==> src/rtl/pulse_width_monitor.sv <==
// Synchronizes two asynchronous waveforms, strobes their edges and measures each
// high pulse in clk cycles; completed pulses are queued as records behind a valid/ready port.
module pulse_width_monitor #(
  parameter int CNT_W       = 16,
  parameter int FIFO_DEPTH  = 4,
  parameter int SYNC_STAGES = 2
) (
  input  logic             clk,
  input  logic             rst,
  input  logic             sig_a,
  input  logic             sig_b,
  output logic             rise_a,
  output logic             fall_a,
  output logic             rise_b,
  output logic             fall_b,
  output logic             rec_valid,
  input  logic             rec_ready,
  output logic             rec_chan,
  output logic [CNT_W-1:0] rec_width,
  output logic             rec_sat,
  output logic             overflow,
  input  logic             clr_ovf
);

  localparam int AW = $clog2(FIFO_DEPTH);
  localparam int RW = CNT_W + 2;

  logic [1:0]             sig;
  logic [SYNC_STAGES-1:0] sync [2];
  logic [1:0]             s, p, rise_r, fall_r;
  logic [CNT_W-1:0]       cnt [2];
  logic [1:0]             sat;
  logic [1:0]             pend_v, pend_sat;
  logic [CNT_W-1:0]       pend_w [2];
  logic [1:0]             wr, drop;

  logic [RW-1:0]          mem [FIFO_DEPTH];
  logic [AW-1:0]          wptr, rptr;
  logic [AW:0]            count;
  logic                   full, pop, push, can_wr;
  logic [RW-1:0]          wdata, head;

  assign sig = {sig_b, sig_a};
  assign s   = {sync[1][SYNC_STAGES-1], sync[0][SYNC_STAGES-1]};

  // Strobes are registered, so counting keys off p, which is aligned with them.
  always_ff @(posedge clk or posedge rst) begin
    if (rst) begin
      for (int unsigned c = 0; c < 2; c++) begin
        sync[c]     <= '0;
        cnt[c]      <= '0;
        pend_w[c]   <= '0;
      end
      p        <= '0;
      rise_r   <= '0;
      fall_r   <= '0;
      sat      <= '0;
      pend_v   <= '0;
      pend_sat <= '0;
    end else begin
      p      <= s;
      rise_r <= s & ~p;
      fall_r <= ~s & p;
      for (int unsigned c = 0; c < 2; c++) begin
        sync[c] <= {sync[c][SYNC_STAGES-2:0], sig[c]};
        if (rise_r[c]) begin
          cnt[c] <= CNT_W'(1);
          sat[c] <= 1'b0;
        end else if (p[c]) begin
          if (cnt[c] == '1) sat[c] <= 1'b1;
          else              cnt[c] <= cnt[c] + CNT_W'(1);
        end
        // A slot being written this edge is free to take the new record.
        if (fall_r[c] && !drop[c]) begin
          pend_v[c]   <= 1'b1;
          pend_w[c]   <= cnt[c];
          pend_sat[c] <= sat[c];
        end else if (wr[c]) begin
          pend_v[c] <= 1'b0;
        end
      end
    end
  end

  always_comb begin
    pop    = rec_valid & rec_ready;
    full   = (count == (AW+1)'(FIFO_DEPTH));
    can_wr = ~full | pop;
    wr[0]  = pend_v[0] & can_wr;
    wr[1]  = pend_v[1] & ~pend_v[0] & can_wr;
    push   = |wr;
    drop   = fall_r & pend_v & ~wr;
    wdata  = wr[0] ? {1'b0, pend_w[0], pend_sat[0]} : {1'b1, pend_w[1], pend_sat[1]};
  end

  always_ff @(posedge clk or posedge rst) begin
    if (rst) begin
      wptr     <= '0;
      rptr     <= '0;
      count    <= '0;
      overflow <= 1'b0;
    end else begin
      if (push) wptr <= wptr + AW'(1);
      if (pop)  rptr <= rptr + AW'(1);
      if (push && !pop)      count <= count + (AW+1)'(1);
      else if (pop && !push) count <= count - (AW+1)'(1);
      if (|drop)        overflow <= 1'b1;
      else if (clr_ovf) overflow <= 1'b0;
    end
  end

  always_ff @(posedge clk) begin
    if (push) mem[wptr] <= wdata;
  end

  assign rec_valid = (count != '0);
  assign head      = rec_valid ? mem[rptr] : '0;
  assign rec_chan  = head[RW-1];
  assign rec_width = head[RW-2:1];
  assign rec_sat   = head[0];

  assign rise_a = rise_r[0];
  assign fall_a = fall_r[0];
  assign rise_b = rise_r[1];
  assign fall_b = fall_r[1];

endmodule

==> config.mk <==
export PLATFORM = sky130hd
export DESIGN_NAME = pulse_width_monitor
export DESIGN_NICKNAME = d
export VERILOG_FILES = /design/src/rtl/pulse_width_monitor.sv
export SDC_FILE = /design/constraint.sdc
export NUM_CORES = 1
export LEC_CHECK = 0
export CELL_PAD_IN_SITES_DETAIL_PLACEMENT = 1
export CELL_PAD_IN_SITES_GLOBAL_PLACEMENT = 1
export CORE_ASPECT_RATIO = 0.75
export CORE_MARGIN = 2
export CORE_UTILIZATION = 30
export DETAILED_ROUTE_END_ITERATION = 10
export PLACE_DENSITY_LB_ADDON = 0.1
export SYNTH_ARGS = -nofsm -noshare
export SYNTH_HDL_FRONTEND = slang
export SYNTH_SLANG_ARGS = --single-unit
==> constraint.sdc <==
create_clock -name clk -period 6.9 [get_ports clk]
set_input_delay 1.035 -clock clk [delete_from_list [all_inputs] [get_ports clk]]
set_output_delay 1.035 -clock clk [all_outputs]
set_load 0.01 [all_outputs]
==> impl_metrics.tcl, run 1 <==
set metrics [dict create \
    run_status "finished clean" \
    postRouteAntennaNets 0 \
    drcViolationCount 0 \
    ctsResizeCount 0 \
    clockRootBuffer "clkbuf_16" \
    ys_async_sr_fraction 0.550 \
    fmax_mhz 280 \
    post-route-util 0.355 \
    dieArea_um2 24500 \
    nets 516 \
    yosysSeqAreaShare 0.624 \
    viasPerCell 4.87 \
    clk_latency_ns 0.43 \
    die_w_um 180 \
    wire_per_inst_um 19.5 \
    final_common_cell "dfrtp_1" \
    post_cts_buffers 0 \
    multiInputGateArea_um2 2460 \
    crit_path_start_kind "flop" \
    grt_overflow 0 \
    p_leak_nw 3.26 \
    rows 48 \
    critPathMaxFanout 19 \
    syn_inst 470 \
    place_area_um2 7570 \
    fillers 2384 \
    syn_avg_cell_area_um2 14.9 \
    coreArea_um2 22900 \
    syn_nets 484 \
    slew_headroom 0.231 \
    yosysWarnings 0 \
    ctsLongestPathBuffers 2 \
    dpl_worst_slack_ns 3.28 \
    grt_pass1_vias 4240 \
    initial_core_util 0.305 \
    place.detailed.hpwl_mm 10.6 \
    powerDensity_nw_per_um2 353 \
    grt_max_degree 63 \
    setup-violations-final 0 \
    firstDrtPassIters 4 \
    drv_cap 0 \
    crit_arrival_ns 2.53 \
    setup_ws_ns 3.33 \
    switchingPower_mw 0.846 \
    h-tree-depth 4 \
    wirelength_mm 15.9 \
    cts_tree "done" \
    finalHoldViolations 0 \
    syn_to_final_growth_pct 16.7 \
    portBuffers 29 \
    critPathCaptureType "output pin" \
    total_power_mw 2.88 \
    p_int_mw 2.04 \
    setup_tns_ns 0 \
    clkSinkCount 160 \
    cp_data_required_time_ns 5.86 \
    synthFlopType "dfrtp_1" \
    finalCriticalPeriod_ns 3.57 \
    synth.cell_area_um2 6990 \
    worst_slew_pin_slew_ns 1.15 \
    p_seq_frac 0.443 \
    whs_ns 0.351 \
    stdcell_count 815 \
    synth-seq-cells 160 \
    hp-class "reg -> reg" \
    slew_violations 0 \
    rsz0062_at_grt "false" \
    grt_pass1_wl_mm 25.4 \
    drtIter0Drc 155 \
    swShare 0.293 \
    regArea_um2 4360 \
    holdBufCountCts 0 \
    path_clk_slew_ns 0.07 \
    vias 3965 \
    place_inst 783 \
    die_h_um 136 \
    pin_count 30 \
    clock_skew_ns 0.0152 \
    numCtsBuffers 17 \
    vdd_drop_max_v 0.000120 \
    layout-drive-gt1-share 0.241 \
    grtUsageTotal 0.138 \
    critPathKind "reg -> out" \
    stdcell_area_um2 8150 \
    final_cell_mix "88 x dfrtp_1, 72 x edfxtp_1, 46 x mux2_2, 29 x clkdlybuf4s50_1, 23 x and2_1" \
    synth_edf_count 72 \
    power_frac_clock 0.325 \
    insertedDiodeCount 0 \
    fin_crit_sh 0.517 \
    gp_congestion 0.733 \
    synth.distinct_cells 54 \
    comb_power_share 0.232 \
    antenna_found_initial 0 \
]
-- kinds of logic (layout without fill, tap and decap cells) --
group,Yosys count,after routing,synth area share
AND/OR/NAND/NOR,131,131,0.122
buffers and inverters,32,77,0.0229
AO/OA/AOI/OAI,56,56,0.0498
adder cells (fa/ha/maj),8,8,0.0154
XOR/XNOR,7,7,0.00877
multiplexers,76,76,0.156
flip-flops,160,160,0.624
-- cell usage after synthesis, types with 4 or more instances --
master / instances / share of area
o31ai_1: 9 / 0.0097
nand2_1: 15 / 0.0081
and3_1: 4 / 0.0036
or4_1: 9 / 0.0097
a31oi_1: 4 / 0.0036
nor2_1: 18 / 0.0097
o21ai_0: 12 / 0.0086
nand4_1: 7 / 0.0063
mux2_2: 46 / 0.074
clkbuf_1: 7 / 0.0038
xnor2_1: 4 / 0.0050
buf_2: 5 / 0.0036
nor3_1: 5 / 0.0036
nand2b_1: 5 / 0.0045
mux4_2: 18 / 0.058
ha_1: 7 / 0.013
mux2_4: 10 / 0.021
nor2b_1: 7 / 0.0063
inv_1: 13 / 0.0070
nand3_1: 6 / 0.0043
edfxtp_1: 72 / 0.31
and2_1: 23 / 0.021
a21oi_1: 22 / 0.016
dfrtp_1: 88 / 0.32
or3_1: 10 / 0.0090
-- power by group through the flow --
stage | clock network [mW] | registers (mW) | logic [mW]
after global routing | 0.998 | 1.30 | 0.743
after global placement | 0 | 1.30 | 0.681
after floorplan | 0 | 1.22 | 0.458
after detailed placement | 0 | 1.30 | 0.694
final | 0.937 | 1.28 | 0.669
after CTS | 0.964 | 1.28 | 0.695
-- sequential cells by signal, summed over array words and instances (netlist names), 3 cells and up --
register and flops:
mem 72, count 3, cnt 32, pend_w 32
-- layout make-up --
class / instances / share of cell area
Timing Repair Buffer: 32 / 0.0384
Sequential cell: 160 / 0.535
Multi-Input combinational cell: 278 / 0.302
Clock inverter: 14 / 0.0181
Inverter: 13 / 0.00614
Clock buffer: 18 / 0.0539
Tap cell: 300 / 0.0460
-- worst max-delay path, stage by stage (launching register included) --
cell and delay, ns:
dfrtp_1 0.99, mux4_2 0.45, and2_1 0.18, clkdlybuf4s50_1 0.47
-- metal layers --
metal | share of wire | track usage | vias up
met5 | 0 | 0 | -
met1 | 0.53 | 0.198 | 2056
li1 | - | - | 1840
met4 | 0.018 | 0.0569 | 0
met3 | 0.021 | 0.0230 | 20
met2 | 0.43 | 0.209 | 49
-- final timing paths --
check | end | startpoint | slack, ns | depth (start not counted)
worst max-delay path | rec_width[14] | rptr[1] | 3.33 | 3
min in group asynchronous | sync[2] | rst | 0.95 | 2
worst min-delay path | s[1] | sync[0] | 0.35 | 0
max in group asynchronous | pend_w[31] | rst | 4.76 | 3
worst min register to register | s[1] | sync[0] | 0.35 | 0
worst max register to register | mem[0][8] | count[0] | 4.35 | 3
Power figures use the tool's default switching activity.
==> inputs of run 2 (changes only) <==
Clock period 6.9 ns to 3.4 ns, I/O delays scaled along.
==> impl_metrics.tcl, run 2 (synthesis gave the netlist of run 1 again) <==
set metrics [dict create \
    crit_path_start_kind "flop" \
    wirelength_mm 15.3 \
    r2r_cells 8 \
    drcViolationCount 0 \
    layout-drive-gt1-share 0.251 \
    ctsResizeCount 0 \
    crit_chain "buf_4, mux4_2, and2_1, clkdlybuf4s50_1" \
    coreArea_um2 22900 \
    p_seq_frac 0.425 \
    viasPerCell 4.84 \
    clockRootBuffer "clkbuf_16" \
    rrSetupSlack_ns 0.89 \
    critPathMaxFanout 11 \
    final_cell_mix "88 x dfrtp_1, 72 x edfxtp_1, 46 x mux2_2, 29 x clkdlybuf4s50_1, 23 x and2_1" \
    r2r-start "count[0]" \
    die_w_um 180 \
    run_status "finished clean" \
    grt_max_degree 54 \
    die_h_um 136 \
    place.detailed.hpwl_mm 10.3 \
    pin_count 30 \
    cts_tree "done" \
    grt_pass1_vias 4204 \
    setup-violations-final 0 \
    worst_slew_pin_slew_ns 1.02 \
    fillers 2354 \
    finalHoldViolations 0 \
    final_common_cell "dfrtp_1" \
    slew_headroom 0.313 \
    largest_register_ffs 72 \
    grtUsageTotal 0.132 \
    power_frac_clock 0.335 \
    slowest_stage "dfrtp_1" \
    rsz0062_at_grt "false" \
    syn_to_final_growth_pct 17.8 \
    finalCriticalPeriod_ns 2.91 \
    drtIter0Drc 166 \
    setup_tns_ns 0 \
    hp-class "reg -> reg" \
    comb_power_share 0.240 \
    h-tree-depth 4 \
    numCtsBuffers 17 \
    nets 522 \
    cp_data_required_time_ns 2.89 \
    critPathCaptureType "output pin" \
    hold_end "s[1]" \
    initial_core_util 0.305 \
    ctsLongestPathBuffers 2 \
    holdBufCountCts 0 \
    powerDensity_nw_per_um2 723 \
    antenna_found_initial 0 \
    post-route-util 0.359 \
    path_clk_slew_ns 0.07 \
    clkSinkCount 160 \
    multiInputGateArea_um2 2460 \
    critPathKind "reg -> out" \
    grt_overflow 0 \
    regArea_um2 4360 \
    gp_congestion 0.685 \
    firstDrtPassIters 4 \
    swShare 0.290 \
    top_regs "mem x72, cnt x32, pend_w x32" \
    clock_skew_ns 0.0103 \
    switchingPower_mw 1.73 \
    total_power_mw 5.96 \
    dieArea_um2 24500 \
    whs_path_depth 0 \
    portBuffers 29 \
    p_int_mw 4.23 \
    insertedDiodeCount 0 \
    post_cts_buffers 0 \
    vias 3973 \
    drv_cap 0 \
    p_leak_nw 3.31 \
    rows 48 \
    crit_arrival_ns 2.40 \
    fin_crit_sh 0.855 \
    r2r-end "count[2]" \
    fmax_mhz 344 \
    clk_latency_ns 0.42 \
    regMostFlops "mem" \
    slew_violations 0 \
    vdd_drop_max_v 0.000238 \
    cp_slowest_stage_delay_ns 0.70 \
    wire_per_inst_um 18.7 \
    postRouteAntennaNets 0 \
    hp-start "sync[0]" \
    grt_pass1_wl_mm 24.8 \
]
==> run 2: cell count changes in the layout (fill, tap and decap cells not counted) <==
cell	previous run	this run
buf_4	3	8
inv_8	2	6
buf_12	0	1
bufinv_16	1	2
clkbuf_8	1	0
clkinv_1	1	0
clkinv_4	2	1
clkinv_8	1	0
clkinvlp_4	3	2
==> run 2: area by class of cell <==
type	count	share of cell area
inverters	13	0.00608
clock inverters	15	0.0226
well taps	300	0.0456
repair buffers	38	0.0450
multi-input cells	278	0.299
flip-flops and latches	160	0.530
clock buffers	17	0.0516
==> run 2: critical path, delay by kind of cell (launching register included) <==
kind,cells,cell delay (ns)
flip-flops,1,0.70
multiplexers,1,0.32
buffers and inverters,2,0.78
AND/OR/NAND/NOR,1,0.16
==> run 2: worst max-delay path by stage <==
stage                     startpoint             to  slack [ns]  cells past startpoint
final                        rptr[1]   rec_width[6]        0.49                      4
after global routing         rptr[1]  rec_width[13]        0.35                      4
after CTS                    rptr[1]  rec_width[13]        0.40                      4
after detailed placement   rec_ready       count[2]        0.65                      9
after global placement     rec_ready       count[1]        0.72                      7
after floorplan                  rst         cnt[0]        0.61                      1
==> run 2: stage by stage <==
stage	worst slack, ns	hold WS [ns]	cells	instance area, um^2
3_3_place_gp	0.724	0.334	789	7620
4_1_cts	0.401	0.351	821	8240
6_report	0.492	0.349	821	8240
2_1_floorplan	0.611	0.331	470	6990
5_1_grt	0.354	0.368	821	8240
3_5_place_dp	0.649	0.336	789	7620
==> run 2: power groups by stage <==
| stage | logic, mW | registers (mW) | clock network, mW |
|---|---|---|---|
| floorplan | 0.930 | 2.48 | 0 |
| global placement | 1.45 | 2.56 | 0 |
| detailed placement | 1.47 | 2.58 | 0 |
| CTS | 1.48 | 2.54 | 2.05 |
| global route | 1.57 | 2.57 | 2.14 |
| finish | 1.43 | 2.53 | 2.00 |
==> run 2: per-layer routing <==
layer,vias to the layer above,share of wire,track usage
li1,1851,-,-
met1,2063,0.51,0.188
met2,47,0.45,0.204
met3,12,0.026,0.0281
met4,0,0.011,0.0390
met5,-,0,0
==> inputs of run 3 (changes only) <==
Settings changed: CAP_MARGIN set to 20, CORE_UTILIZATION 30 to 51.
==> impl_metrics.tcl, run 3 (synthesis gave the netlist of run 1 again) <==
set metrics [dict create \
    wire_per_inst_um 20.9 \
    portBuffers 29 \
    clockRootBuffer "clkbuf_16" \
    final_cell_mix "88 x dfrtp_1, 72 x edfxtp_1, 46 x mux2_2, 29 x clkdlybuf4s50_1, 23 x and2_1" \
    die_w_um 139 \
    grt_overflow 0 \
    vdd_drop_max_v 0.000534 \
    cp_slowest_stage_delay_ns 0.58 \
    drcViolationCount 0 \
    layout-drive-gt1-share 0.251 \
    largest_register_ffs 72 \
    dieArea_um2 14700 \
    final_common_cell "dfrtp_1" \
    swShare 0.271 \
    holdBufCountCts 0 \
    slew_headroom 0.349 \
    slew_violations 0 \
    nets 522 \
    ctsResizeCount 0 \
    drv_cap 0 \
    post-route-util 0.600 \
    stdcell_count 696 \
    syn_to_final_growth_pct 16.5 \
    r2r-start "count[0]" \
    worst-path-buf-inv 2 \
    critPathCaptureType "output pin" \
    clk_latency_ns 0.43 \
    total_power_mw 6.12 \
    gp_congestion 0.735 \
    crit_start "rptr[0]" \
    finalCriticalPeriod_ns 2.84 \
    critPathMaxFanout 20 \
    powerDensity_nw_per_um2 752 \
    firstDrtPassIters 5 \
    grt_max_degree 47 \
    cp_data_required_time_ns 2.89 \
    cts_tree "done" \
    path_delay_family "buffers and inverters" \
    regMostFlops "mem" \
    fin_crit_sh 0.837 \
    slowest_stage "mux4_2" \
    postRouteAntennaNets 0 \
    critPathKind "reg -> out" \
    switchingPower_mw 1.66 \
    grt_pass1_wl_mm 23.9 \
    viasPerCell 5.77 \
    h-tree-depth 4 \
    rsz0062_at_grt "false" \
    antenna_found_initial 0 \
    place.detailed.hpwl_mm 9.67 \
    hp-class "reg -> reg" \
    setup_ws_ns 0.556 \
    clock_skew_ns 0.00857 \
    p_int_mw 4.47 \
    fmax_mhz 352 \
    finalHoldViolations 0 \
    p_leak_nw 3.34 \
    crit_arrival_ns 2.33 \
    pin_count 30 \
    crit_chain "buf_4, mux4_2, and2_1, clkdlybuf4s50_1" \
    path_clk_slew_ns 0.07 \
    die_h_um 105 \
    insertedDiodeCount 0 \
    clkSinkCount 160 \
    hp-start "sync[0]" \
    crit_path_start_kind "flop" \
    rows 37 \
    run_status "finished clean" \
    place_inst 664 \
    setup-violations-final 0 \
    grt_pass1_vias 4254 \
    initial_core_util 0.515 \
    worst_slew_pin_slew_ns 0.968 \
    post_cts_buffers 0 \
    setup_tns_ns 0 \
    p_seq_frac 0.411 \
    top_regs "mem x72, cnt x32, pend_w x32" \
    grtUsageTotal 0.216 \
    dpl_worst_slack_ns 0.650 \
    wirelength_mm 14.5 \
    vias 4016 \
    ctsLongestPathBuffers 2 \
    coreArea_um2 13600 \
    numCtsBuffers 17 \
    drtIter0Drc 214 \
    power_frac_clock 0.353 \
    fillers 1258 \
    comb_power_share 0.235 \
]
==> run 3: changes by cell type in the layout (fill, tap and decap cells not counted), sizes merged <==
| cell | before | now |
|---|---|---|
| inv | 22 | 18 |
| bufinv | 2 | 5 |
| clkinv | 2 | 1 |
| clkbuf | 17 | 19 |
==> run 3: layout make-up <==
cell class	count	area, um^2	area share
Clock buffer	19	453	0.0556
Tap cell	175	219	0.0269
Sequential cell	160	4360	0.536
Timing Repair Buffer	38	370	0.0455
Clock inverter	13	220	0.0270
Multi-Input combinational cell	278	2460	0.303
Inverter	13	50.0	0.00615
==> run 3: power by group through the flow <==
stage               logic [mW]  registers [mW]  clock network [mW]
finish                    1.44            2.52                2.16
global route              1.58            2.55                2.28
CTS                       1.49            2.52                2.21
detailed placement        1.47            2.55                   0
global placement          1.42            2.53                   0
floorplan                0.930            2.48                   0
==> run 3: layer usage <==
metal	up-vias	routed length, um	track usage
li1	1856	-	-
met1	2071	6800	0.304
met2	69	6960	0.335
met3	20	562	0.0450
met4	0	203	0.0851
met5	-	0	0
==> run 3: metrics by stage <==
stage | area (um^2) | hold WS [ns]
2_1_floorplan | 6990 | 0.331
3_3_place_gp | 7470 | 0.333
3_5_place_dp | 7470 | 0.340
4_1_cts | 8140 | 0.353
5_1_grt | 8140 | 0.356
6_report | 8140 | 0.351
==> run 3: final timing paths <==
| kind | to | cells after the start | slack, ns |
|---|---|---|---|
| setup / recovery | rec_width[13] | 4 | 0.56 |
| hold reg to reg | s[1] | 0 | 0.35 |
| hold / removal | s[1] | 0 | 0.35 |
| min in group asynchronous | rise_r[0] | 2 | 0.51 |
| max in group asynchronous | cnt[29] | 3 | 2.18 |
| setup reg to reg | count[2] | 8 | 0.93 |
==> run 3: worst register-to-register path, stage by stage (launching register included) <==
cell	delay (ns)
dfrtp_1	0.46
or3_1	0.65
nand2_1	0.26
ha_1	0.21
inv_1	0.06
fa_1	0.37
xor2_1	0.15
nor2_1	0.11
xor2_1	0.14
